### src/rtl/burner_sequencer.sv
// burner_sequencer: burner-management FSM driving purge, ignition trials, flame proving, run, post-purge and trips
module burner_sequencer #(
    parameter int PURGE_CYCLES = 16,
    parameter int IGN_CYCLES   = 8,
    parameter int PROVE_CYCLES = 4,
    parameter int COOL_CYCLES  = 32,
    parameter int MAX_RETRIES  = 3,
    parameter int MIN_FLOW     = 10,
    parameter int CO_LIMIT     = 100,
    parameter int ETH_LIMIT    = 50,
    parameter int TEMP_MAX     = 1000
) (
    input  logic        clk,
    input  logic        reset,
    input  logic        start,
    input  logic        stop,
    input  logic        lockout_clr,
    input  logic        flame,
    input  logic [7:0]  CO,
    input  logic [7:0]  ethanol,
    input  logic [11:0] massflow,
    input  logic [15:0] temperature,
    input  logic        fault,
    output logic        fan,
    output logic        valve,
    output logic        solenoid,
    output logic        pump,
    output logic        igniter,
    output logic        alarm,
    output logic        lockout,
    output logic [2:0]  state,
    output logic [1:0]  retry_cnt
);
    typedef enum logic [2:0] {IDLE, PURGE, IGNITE, PROVE, RUN, POSTPURGE, ALARM, LOCKOUT} state_t;
    state_t cur, nxt, fail_dst;
    logic [15:0] timer;
    logic [1:0] retry_nxt, retry_inc;
    logic hazard, fail;
    assign state = cur;
    assign hazard = (CO > 8'(CO_LIMIT)) | (ethanol > 8'(ETH_LIMIT)) | (temperature > 16'(TEMP_MAX)) | fault;
    assign fail = (cur == IGNITE && !flame && timer == 16'(IGN_CYCLES - 1)) || (cur == PROVE && !flame);
    assign retry_inc = retry_cnt == 2'd3 ? 2'd3 : retry_cnt + 2'd1;
    assign fail_dst = ({1'b0, retry_cnt} + 3'd1 == 3'(MAX_RETRIES)) ? LOCKOUT : PURGE;
    always_comb begin
        nxt = cur;
        retry_nxt = retry_cnt;
        case (cur)
            IDLE: if (start && !stop && !hazard && massflow > 12'(MIN_FLOW)) begin
                nxt = PURGE;
                retry_nxt = 2'd0;
            end
            PURGE: nxt = hazard ? ALARM : stop ? POSTPURGE : timer == 16'(PURGE_CYCLES - 1) ? IGNITE : PURGE;
            IGNITE, PROVE: begin
                if (hazard) nxt = ALARM;
                else if (stop) nxt = POSTPURGE;
                else if (cur == IGNITE && flame) nxt = PROVE;
                else if (fail) begin
                    nxt = fail_dst;
                    retry_nxt = retry_inc;
                end else if (cur == PROVE && timer == 16'(PROVE_CYCLES - 1)) begin
                    nxt = RUN;
                    retry_nxt = 2'd0;
                end
            end
            // flame loss in RUN is handled with hazard priority
            RUN: nxt = (hazard || !flame) ? ALARM : stop ? POSTPURGE : RUN;
            POSTPURGE: nxt = hazard ? ALARM : timer == 16'(COOL_CYCLES - 1) ? IDLE : POSTPURGE;
            ALARM: nxt = (!hazard && timer >= 16'(COOL_CYCLES - 1)) ? IDLE : ALARM;
            LOCKOUT: nxt = (lockout_clr && !hazard) ? IDLE : LOCKOUT;
            default: nxt = IDLE;
        endcase
    end
    always_ff @(posedge clk) begin
        if (reset) begin
            cur       <= IDLE;
            timer     <= 16'd0;
            retry_cnt <= 2'd0;
            {fan, valve, solenoid, pump, igniter, alarm, lockout} <= 7'd0;
        end else begin
            cur       <= nxt;
            timer     <= nxt != cur ? 16'd0 : timer == 16'hFFFF ? timer : timer + 16'd1;
            retry_cnt <= retry_nxt;
            fan       <= nxt != IDLE;
            valve     <= nxt inside {IGNITE, PROVE, RUN};
            solenoid  <= nxt inside {IGNITE, PROVE, RUN};
            pump      <= nxt == RUN;
            igniter   <= nxt == IGNITE;
            alarm     <= nxt inside {ALARM, LOCKOUT};
            lockout   <= nxt == LOCKOUT;
        end
    end
endmodule

### config.mk
export PLATFORM = sky130hd
export DESIGN_NAME = burner_sequencer
export DESIGN_NICKNAME = d
export VERILOG_FILES = /design/src/rtl/burner_sequencer.sv
export SDC_FILE = /design/constraint.sdc
export NUM_CORES = 1
export LEC_CHECK = 0
export CAP_MARGIN = 10
export CORE_ASPECT_RATIO = 1.25
export CORE_MARGIN = 8
export CORE_UTILIZATION = 45
export CTS_CLUSTER_DIAMETER = 150
export CTS_CLUSTER_SIZE = 25
export DETAILED_ROUTE_END_ITERATION = 10
export PLACE_DENSITY_LB_ADDON = 0.1
export SLEW_MARGIN = 0
export SYNTH_ARGS = -nofsm -noshare
export SYNTH_HDL_FRONTEND = slang
export SYNTH_SLANG_ARGS = --single-unit
### constraint.sdc
create_clock -name clk -period 2.6 [get_ports clk]
set_input_delay 0.52 -clock clk [delete_from_list [all_inputs] [get_ports clk]]
set_output_delay 0.52 -clock clk [all_outputs]
set_load 0.02 [all_outputs]
==> results of run 1 <==
cells in the final DEF (no fill, tap or decap), types with 2 or more instances in the layout:
master	instances
dfxtp_1	27
nor4_1	6
xnor2_1	5
nor3_1	13
a21o_1	2
and4b_1	2
o21ai_0	6
xor2_1	3
nor2b_1	2
o211ai_1	2
inv_1	6
nand4_1	5
nand3b_1	2
clkdlybuf4s50_1	55
a21oi_1	8
a21oi_2	3
nor4_2	3
a31oi_1	7
a211oi_1	5
nand3_1	8
mux2i_1	3
nand2_1	22
o31ai_1	2
nor2_2	10
nand2b_1	6
clkbuf_8	3
dlymetal6s2s_1	7
and4_1	2
nor2_1	21
buf_4	23
per-layer routing:
| metal | GRT usage | routed length (um) |
|---|---|---|
| met5 | 0 | 0 |
| met4 | 0.0466 | 112 |
| met3 | 0.0212 | 186 |
| met2 | 0.375 | 3220 |
| met1 | 0.191 | 2180 |
synth_stat cells, types with 3 or more instances:
cell	instances	area [um^2]
xor2_1	3	26.3
a31oi_1	7	43.8
nand2_1	22	82.6
a21oi_1	9	45.0
nor2_1	22	82.6
xnor2_1	5	43.8
nor3_1	13	65.1
dfxtp_1	27	541
nor2_2	10	62.6
nand3_1	8	40.0
inv_1	6	22.5
nand4_1	5	31.3
a211oi_1	6	45.0
buf_2	4	20.0
o21ai_0	6	30.0
clkbuf_1	3	11.3
mux2i_1	3	30.0
nor4_1	8	50.1
nand2b_1	6	37.5
path summary, 6_finish.rpt:
kind,startpoint,to,slack [ns],cells past startpoint
setup / recovery,ethanol[0],timer[9],0.06,10
hold / removal,timer[15],timer[15],0.55,1
setup reg to reg,state[2],timer[9],0.19,9
hold reg to reg,timer[15],timer[15],0.55,1
flip-flops by register name (all words and copies together) (netlist names):
| register | cells |
|---|---|
| solenoid | 1 |
| retry_cnt | 2 |
| lockout | 1 |
| alarm | 1 |
| pump | 1 |
| fan | 1 |
| state | 3 |
| igniter | 1 |
| timer | 16 |
repair_timing:
| action | CTS | global route |
|---|---|---|
| gates resized for setup | 3 | 19 |
| hold buffers | 0 | 0 |
| buffers inserted | 0 | 0 |
| pin swaps | 1 | 8 |
| setup endpoints to repair | 15 | 23 |
| gates cloned | 0 | 0 |
per-stage QoR:
step	cells	util	hold WS [ns]
6_report	342	0.717	0.551
2_1_floorplan	222	-	0.484
3_5_place_dp	338	0.678	0.536
5_1_grt	342	0.717	0.601
3_3_place_gp	338	0.678	0.517
4_1_cts	342	0.695	0.553
layout make-up:
type / instances / share of cell area
tap: 40 / 0.0186
timing repair buffer: 87 / 0.313
sequential: 27 / 0.201
clock buffer: 3 / 0.0153
multi-input combinational: 178 / 0.441
clock inverter: 1 / 0.00279
inverter: 6 / 0.00837
cells by family (layout without fill, tap and decap cells):
| group | Yosys count | after routing | share of synthesized area |
|---|---|---|---|
| AOI/OAI and AO/OA | 51 | 51 | 0.214 |
| buffers and inverters | 17 | 97 | 0.0469 |
| adders and majority gates | 1 | 1 | 0.00721 |
| and+or+nand+nor | 115 | 115 | 0.363 |
| DFF | 27 | 27 | 0.312 |
| xor gates and xnor gates | 8 | 8 | 0.0404 |
| muxes | 3 | 3 | 0.0173 |
power breakdown:
part | switching (W) | internal [W] | total [W]
combinational | 0.000403 | 0.000403 | 0.000806
clock | 0.000134 | 0.000109 | 0.000243
sequential | 0.0000459 | 0.000471 | 0.000516
total | 0.000583 | 0.000982 | 0.00156
worst reg2reg max path, delay by kind of cell (launching register included):
kind	cells	cell delay [ns]
and+or+nand+nor	5	1.12
AOI/OAI and AO/OA	3	0.62
DFF	1	0.42
buffers and inverters	1	0.20
==> summary.txt, run 1 <==
Delay-heaviest family, CP -> compound AO/OA/AOI/OAI gates
RePlAce Congestion -> 0.993
# port buffers -> 62
Syn nets -> 274
Pwr Density -> 582 nW/um^2
CTS tree -> done
Final hold vios -> 0
Startpoint Class -> input port
Peak supply drop -> 0.426 mV
Crit-path cells -> clkdlybuf4s50_1, a211oi_2, o2111ai_2, or3_4, o22ai_4, nand3_2, a21oi_2, o2111ai_4, buf_12, nor2_2
DRC -> 0
H-tree levels -> 1
Vias in the first global route -> 1892
Req. time, crit path -> 2.82 ns
Final WS setup -> 0.0617 ns
Slew @ Worst Pin -> 0.679 ns
Tcrit/Tclk final -> 0.976
Initial antenna violation count -> 0
Final setup fails -> 0
Max Slew Vio Count -> 0
Clock slew at reported path FFs -> 0.09 ns
Final Cell Area -> 2690 um^2
Max Root-Sink Buffers -> 2
Filler cells -> 298
Ys Warns -> 0
Routed Antenna Nets -> 0
Cell area after placement -> 2550 um^2
# diodes -> 0
Final wirelength -> 5700 um
Num ports -> 63
Fmax -> 394 MHz
Starting Density -> 0.462
HPWL Detailed -> 4580 um
Setup tns final -> 0 ns
1st-iter DRT viols -> 169
Overall routing resource usage -> 0.185
Clock sinks -> 27
Hold Path Class -> flop to flop
Crit path buf inv count -> 2
Die Width -> 71.5 um
Clock skew -> 0.00211 ns
Relative slew slack -> 0.547
Grt total ovfl -> 0
Multi-input logic area -> 1190 um^2
Worst slack at placement -> -0.357 ns
DIE HEIGHT -> 85.4 um
CTS Buf Count -> 3
Synthesized flop and latch total -> 27
CP Max Fanout -> 8
Wire length per cell -> 16.7 um
Unique masters post-synth -> 56
Leakage Power -> 1.02 nW
Layout area overhead -> 55.1%
Fraction of layout cells with a size suffix above 1 -> 0.205
Vias -> 1926
Critical Setup Path Class -> input port to flop
Seq/Total Area, Yosys -> 0.312
Total power -> 0.00156 W
Core footprint -> 3750 um^2
Die Area -> 6110 um^2
Synthesized area -> 1730 um^2
Outcome -> finished, final reports clean
Worst EP arrival -> 2.76 ns
CTS Root Cell -> clkbuf_8
Post-synth EDFFs -> 0
First-pass GRT wire length -> 9180 um
Syn_area_per_cell -> 7.81 um^2
FFs w/ async S/R, synth -> 0
Crit-path slowest cell -> or3_4
Critical Path End Type -> flop
Largest net degree at the start of global routing -> 17
Vias/cell -> 5.63
Skew-Pair Late Insertion Delay -> 0.27 ns
Fin crit period -> 2.54 ns
Main synth FF type -> dfxtp_1
Max-cap viol count -> 0
Pre-antenna DRT Iters -> 4
# nets final -> 355
Sequential cell area -> 541 um^2
Critical Path Max Stage Delay -> 0.45 ns
Gate Count Post-Synth -> 222
# rows -> 25
Power figures use the tool's default switching activity.
==> run 2: changes to the inputs <==
- CORE_UTILIZATION: 45 -> 40
- clock period: 2.6 -> 2.3 ns (I/O delays scaled with it)
==> run 2 against run 1 <==
Effect of this change:
- non-clock buffer count grew 34
- register-to-register slack got worse by 0.19 ns
- clock power rose by 15%
- clock skew rose by 0.0021 ns
- utilization rose by 0.31 points
- global-route usage up 0.57 points
- worst setup slack lost 0.059 ns
- final cell count grew 15%
==> summary.txt, run 2 (synthesis results as in run 1) <==
Outcome -> finished, final reports clean
Final hold vios -> 0 (unchanged)
Tcrit/Tclk final -> 0.999
Delay-heaviest family, CP -> simple AND/OR/NAND/NOR gates
Clock slew at reported path FFs -> 0.10 ns (about the same)
Req. time, crit path -> 2.47 ns (-0.35 ns)
# port buffers -> 62 (unchanged)
Num ports -> 63 (unchanged)
Sequential cell area -> 547 um^2 (+1.2%)
Grt total ovfl -> 0 (unchanged)
Largest net degree at the start of global routing -> 17 (unchanged)
Worst R2R Start -> timer[14]
Hold Path Class -> flop to flop
First-pass GRT wire length -> 10100 um (+9.6%)
Filler cells -> 357 (+20%)
Critical Path End Type -> flop
Pre-antenna DRT Iters -> 4 (unchanged)
H-tree levels -> 1 (unchanged)
Routed Antenna Nets -> 0 (unchanged)
Startpoint Class -> flop
# diodes -> 0 (unchanged)
Pwr Density -> 634 nW/um^2 (+9.1%)
Overall routing resource usage -> 0.191 (+0.00565)
CP startpoint -> timer[14]
Multi-input logic area -> 1350 um^2 (+14%)
Hold wc startpoint -> retry_cnt[1]
Vias in the first global route -> 2193 (+16%)
DRC -> 0 (unchanged)
Die Width -> 74.9 um (+4.7%)
Max Slew Vio Count -> 0 (unchanged)
Most common cell after layout, fill and taps aside -> buf_4
Max Root-Sink Buffers -> 2 (unchanged)
Die Area -> 6710 um^2 (+9.9%)
Setup tns final -> 0 ns (unchanged)
Worst EP arrival -> 2.47 ns (-0.29 ns)
Layout area overhead -> 78.1%
Critical Path Max Stage Delay -> 0.34 ns (-0.11 ns)
DIE HEIGHT -> 89.6 um (+4.9%)
Fraction of layout cells with a size suffix above 1 -> 0.371 (+0.166)
Leakage Power -> 1.17 nW (+15%)
Initial antenna violation count -> 0 (unchanged)
HPWL Detailed -> 4670 um (+1.9%)
Wire length per cell -> 15.9 um (-4.7%)
1st-iter DRT viols -> 126 (-25%)
Fin crit period -> 2.30 ns
Clock skew -> 0.00416 ns (+0.00205 ns)
CTS Root Cell -> clkbuf_8
Vias/cell -> 5.35 (-5.0%)
CP Max Fanout -> 8 (unchanged)
Largest register FFs -> 16 (unchanged)
Most frequent cells in the layout -> buf_4, clkdlybuf4s50_1, nand2_1, dfxtp_1, nor2_1
Vias -> 2114 (+9.8%)
Max-cap viol count -> 0 (unchanged)
Skew-Pair Late Insertion Delay -> 0.28 ns (about the same)
CTS tree -> done
Fmax -> 435 MHz
Starting Density -> 0.404 (-0.0578)
RSZ-0062 raised after global routing -> true
Total power -> 0.00196 W (+25%)
Clock sinks -> 27 (unchanged)
Final wirelength -> 6280 um (+10%)
Placed insts -> 385 (+14%)
# nets final -> 390 (+9.9%)
Final setup fails -> 0 (unchanged)
CTS Buf Count -> 3 (unchanged)
Core footprint -> 4290 um^2 (+14%)
Critical Setup Path Class -> flop to flop
Peak supply drop -> 0.417 mV (-2.1%)
RePlAce Congestion -> 0.920 (-7.3%)
Layout Cells excl Fill -> 395 (+15%)
# rows -> 27 (+8.0%)
Crit-path slowest cell -> dfxtp_2
Biggest register -> timer
Crit-path cells -> nor4_2, buf_4, and3_4, a31oi_2, nor4b_4, nand3_1, and4b_2, o2111ai_4, buf_6, nor2_2
Slew @ Worst Pin -> 0.357 ns (-0.322 ns)
Crit path buf inv count -> 2 (unchanged)
Relative slew slack -> 0.760 (+0.214)
==> run 2: changes by cell type in the layout (fill, tap and decap cells not counted), moves of 5 or more <==
cell	previous run	this run
dlygate4sd2_1	0	10
dfxtp_2	0	5
dlymetal6s2s_1	7	0
dfxtp_1	27	22
buf_4	23	56
clkdlybuf4s50_1	55	46
==> run 2: area by class of cell <==
| cell class | count | area share |
|---|---|---|
| Multi-Input combinational cell | 179 | 0.437 |
| Timing Repair Buffer | 121 | 0.339 |
| Sequential cell | 27 | 0.177 |
| Tap cell | 58 | 0.0235 |
| Clock buffer | 3 | 0.0134 |
| Inverter | 6 | 0.00729 |
| Clock inverter | 1 | 0.00243 |
==> run 2: stage by stage <==
stage | instance area [um^2] | setup slack [ns] | utilization | hold WS (ns)
after CTS | 2970 | 0.000513 | 0.692 | 0.544
final | 3090 | 0.00272 | 0.720 | 0.545
after floorplan | 1730 | 0.0104 | - | 0.484
after global placement | 2770 | -0.672 | 0.647 | 0.531
after detailed placement | 2770 | -0.782 | 0.647 | 0.532
after global routing | 3090 | -0.130 | 0.720 | 0.581
==> run 2: final timing paths <==
check	cells past startpoint	slack [ns]	to
min reg2reg	2	0.54	retry_cnt[1]
max	10	0.003	timer[1]
min	2	0.54	retry_cnt[1]
max reg2reg	10	0.003	timer[1]
==> run 2: worst reg2reg max path: cells and delay by family (launching register included) <==
| family | cells | cell delay (ns) |
|---|---|---|
| AND/OR/NAND/NOR | 6 | 1.27 |
| buffers and inverters | 2 | 0.34 |
| AO/OA/AOI/OAI | 2 | 0.26 |
| flip-flops | 1 | 0.34 |
==> run 2: where the power goes <==
| group | internal, W | switching [W] | total (W) |
|---|---|---|---|
| Clock | 0.000123 | 0.000157 | 0.000280 |
| Combinational | 0.000550 | 0.000546 | 0.00110 |
| Sequential | 0.000537 | 0.0000468 | 0.000583 |
| Total | 0.00121 | 0.000749 | 0.00196 |
==> run 2: layer usage <==
metal	GRT usage	up-vias	share of wire
li1	-	1054	-
met1	0.182	987	0.35
met2	0.397	63	0.59
met3	0.0256	10	0.046
met4	0.0571	0	0.014
met5	0	-	0
==> run 2: what timing repair did <==
action	4_1_cts	5_1_grt
hold buffers	0	0
gates cloned	1	0
buffers inserted	2	3
pin swaps	23	5
setup endpoints to repair	27	25
resized for setup	59	22
==> run 3: changes to the inputs <==
- CAP_MARGIN: 10 -> not set
- CELL_PAD_IN_SITES_DETAIL_PLACEMENT: not set -> 0
- CELL_PAD_IN_SITES_GLOBAL_PLACEMENT: not set -> 2
- CORE_UTILIZATION: 40 -> 22
- GPL_TIMING_DRIVEN: not set -> 0
==> run 3 against run 2 <==
Effect of this change:
- the run now ends with setup timing left
- maximum frequency is 2.9% lower
- first-iteration DRC count is 27% lower
- sequential share of layout area is 1.2 points higher
- largest power group unchanged
- sequential power is 0.9% higher
- clock power is 6% higher
- final cell count is 2.3% higher
==> summary.txt, run 3 (synthesis results as in run 1) <==
Req. time, crit path -> 2.49 ns (+0.02 ns)
Most common cell after layout, fill and taps aside -> clkdlybuf4s50_1
Worst R2R Start -> timer[14]
Layout area overhead -> 72.2%
DIE HEIGHT -> 115 um (+29%)
1st-iter DRT viols -> 92 (-27%)
Final setup fails -> 12 (+12)
Hold Slack -> 0.507 ns (-0.0373 ns)
CTS Root Cell -> clkbuf_8
RSZ-0062 raised after global routing -> true
Critical Setup Path Class -> flop to flop
Starting Density -> 0.224 (-0.180)
Fraction of layout cells with a size suffix above 1 -> 0.353 (-0.0182)
Grt total ovfl -> 0 (unchanged)
Pre-antenna DRT Iters -> 4 (unchanged)
Fmax -> 422 MHz (-2.9%)
Clock skew -> 0.00272 ns (-0.00144 ns)
CP Max Fanout -> 8 (unchanged)
Hold endpoint -> timer[15]
Fin crit period -> 2.37 ns (+0.0697 ns)
Crit-path cells -> nor4_4, and3_1, buf_6, a31oi_2, nor4b_4, nand3_1, and4b_1, o2111ai_4, buf_12, buf_8, nor2_2
Vias/cell -> 4.90 (-8.4%)
Peak supply drop -> 0.325 mV (-22%)
Clock sinks -> 27 (unchanged)
Placed insts -> 378 (-1.8%)
# port buffers -> 61 (-1.6%)
Overall routing resource usage -> 0.123 (-0.0684)
Critical Path End Type -> flop
Biggest register -> timer
R2R setup slack -> -0.07 ns (-0.07 ns)
CTS Buf Count -> 3 (unchanged)
Routed Antenna Nets -> 0 (unchanged)
Most frequent cells in the layout -> clkdlybuf4s50_1, nor2_1, nand2_1, dlygate4sd2_1, buf_4
Max-cap viol count -> 0 (unchanged)
Largest register FFs -> 16 (unchanged)
Worst flop-to-flop path endpoint -> timer[8]
Final WS setup -> -0.0670 ns (-0.0697 ns)
Vias -> 1980 (-6.3%)
Skew-Pair Late Insertion Delay -> 0.29 ns (about the same)
Num ports -> 63 (unchanged)
RePlAce Congestion -> 0.715 (-22%)
CTS tree -> done
Crit-path slowest cell -> dfxtp_4
Total power -> 0.00195 W (-0.51%)
Outcome -> finished with violations
Hold Path Class -> flop to flop
Wire length per cell -> 16.3 um (+2.6%)
DRC -> 0 (unchanged)
Final wirelength -> 6590 um (+5.0%)
Failing checks -> setup timing
Tcrit/Tclk final -> 1.03 (+0.0303)
Pwr Density -> 653 nW/um^2 (+2.9%)
H-tree levels -> 1 (unchanged)
HPWL Detailed -> 5090 um (+9.1%)
First-pass GRT wire length -> 10600 um (+5.0%)
Final hold vios -> 0 (unchanged)
Core footprint -> 7750 um^2 (+81%)
Vias in the first global route -> 2035 (-7.2%)
# rows -> 36 (+33%)
Die Width -> 95.4 um (+27%)
Filler cells -> 828 (+130%)
Startpoint Class -> flop
Hold wc startpoint -> timer[15]
Leakage Power -> 1.07 nW (-8.5%)
# diodes -> 0 (unchanged)
# nets final -> 362 (-7.2%)
Critical Path Max Stage Delay -> 0.36 ns (+0.02 ns)
Largest net degree at the start of global routing -> 17 (unchanged)
Max Slew Vio Count -> 0 (unchanged)
Relative slew slack -> 0.700 (-0.0604)
Layout Cells excl Fill -> 404 (+2.3%)
Max Root-Sink Buffers -> 2 (unchanged)
Hold Crit Depth -> 1 (-1)
Worst reg2reg path depth -> 11 (+1)
Hold_buf cts -> 0 (unchanged)
Slew @ Worst Pin -> 0.450 ns (+0.0934 ns)
Initial antenna violation count -> 0 (unchanged)
Die Area -> 11000 um^2 (+64%)
Worst EP arrival -> 2.55 ns (+0.08 ns)
Clock slew at reported path FFs -> 0.10 ns (about the same)
==> run 3: critical path: cells and delay by family, from the launching register on <==
kind,cells,cell delay [ns]
flops,1,0.36
buf+inv,3,0.42
simple gates,6,1.26
compound gates,2,0.24
==> run 3: cell type report <==
class	instances	area [um^2]	share of cell area
buffer	11	87.6	0.0293
clock inverter	1	7.51	0.00251
inverter	6	22.5	0.00754
timing repair buffer	83	786	0.263
sequential	27	566	0.189
clock buffer	3	41.3	0.0138
multi-input combinational	178	1360	0.455
tap	95	119	0.0398
==> run 3: worst max-delay path by stage <==
stage / start / to / slack [ns] / depth (start not counted)
6_report: timer[14] / timer[8] / -0.07 / 11
5_1_grt: timer[8] / timer[7] / -0.17 / 11
4_1_cts: timer[8] / timer[8] / -0.09 / 9
3_5_place_dp: CO[7] / timer[12] / -0.88 / 10
3_3_place_gp: CO[7] / timer[0] / -0.92 / 10
2_1_floorplan: ethanol[7] / timer[10] / 0.01 / 10
==> run 3: metal layers <==
layer | wire length [um] | part of all wire | track usage | up-vias
met5 | 0 | 0 | 0 | -
met3 | 253 | 0.038 | 0.0183 | 6
met2 | 3850 | 0.58 | 0.252 | 46
met4 | 69 | 0.010 | 0.0257 | 0
li1 | - | - | - | 996
met1 | 2420 | 0.37 | 0.122 | 932
==> run 3: what timing repair did <==
action | in CTS | in global routing
gates cloned | 1 | 0
pin swaps | 43 | 7
setup endpoints to repair | 27 | 24
resized for setup | 131 | 13
endpoints found under the hold margin | 0 | 0
setup buffers | 18 | 3
==> run 3: stage by stage <==
stage	setup slack, ns	util	setup TNS, ns	area [um^2]
floorplan	0.0104	-	0	1730
global placement	-0.925	0.318	-20.81	2460
detailed placement	-0.884	0.318	-20.23	2460
CTS	-0.0865	0.379	-0.825	2940
global route	-0.171	0.385	-2.45	2990
finish	-0.0670	0.385	-0.608	2990
==> run 3: where the power goes <==
part           total, W  switching [W]  internal [W]
logic           0.00107       0.000531      0.000534
clock network  0.000296       0.000173      0.000124
registers      0.000588      0.0000452      0.000542
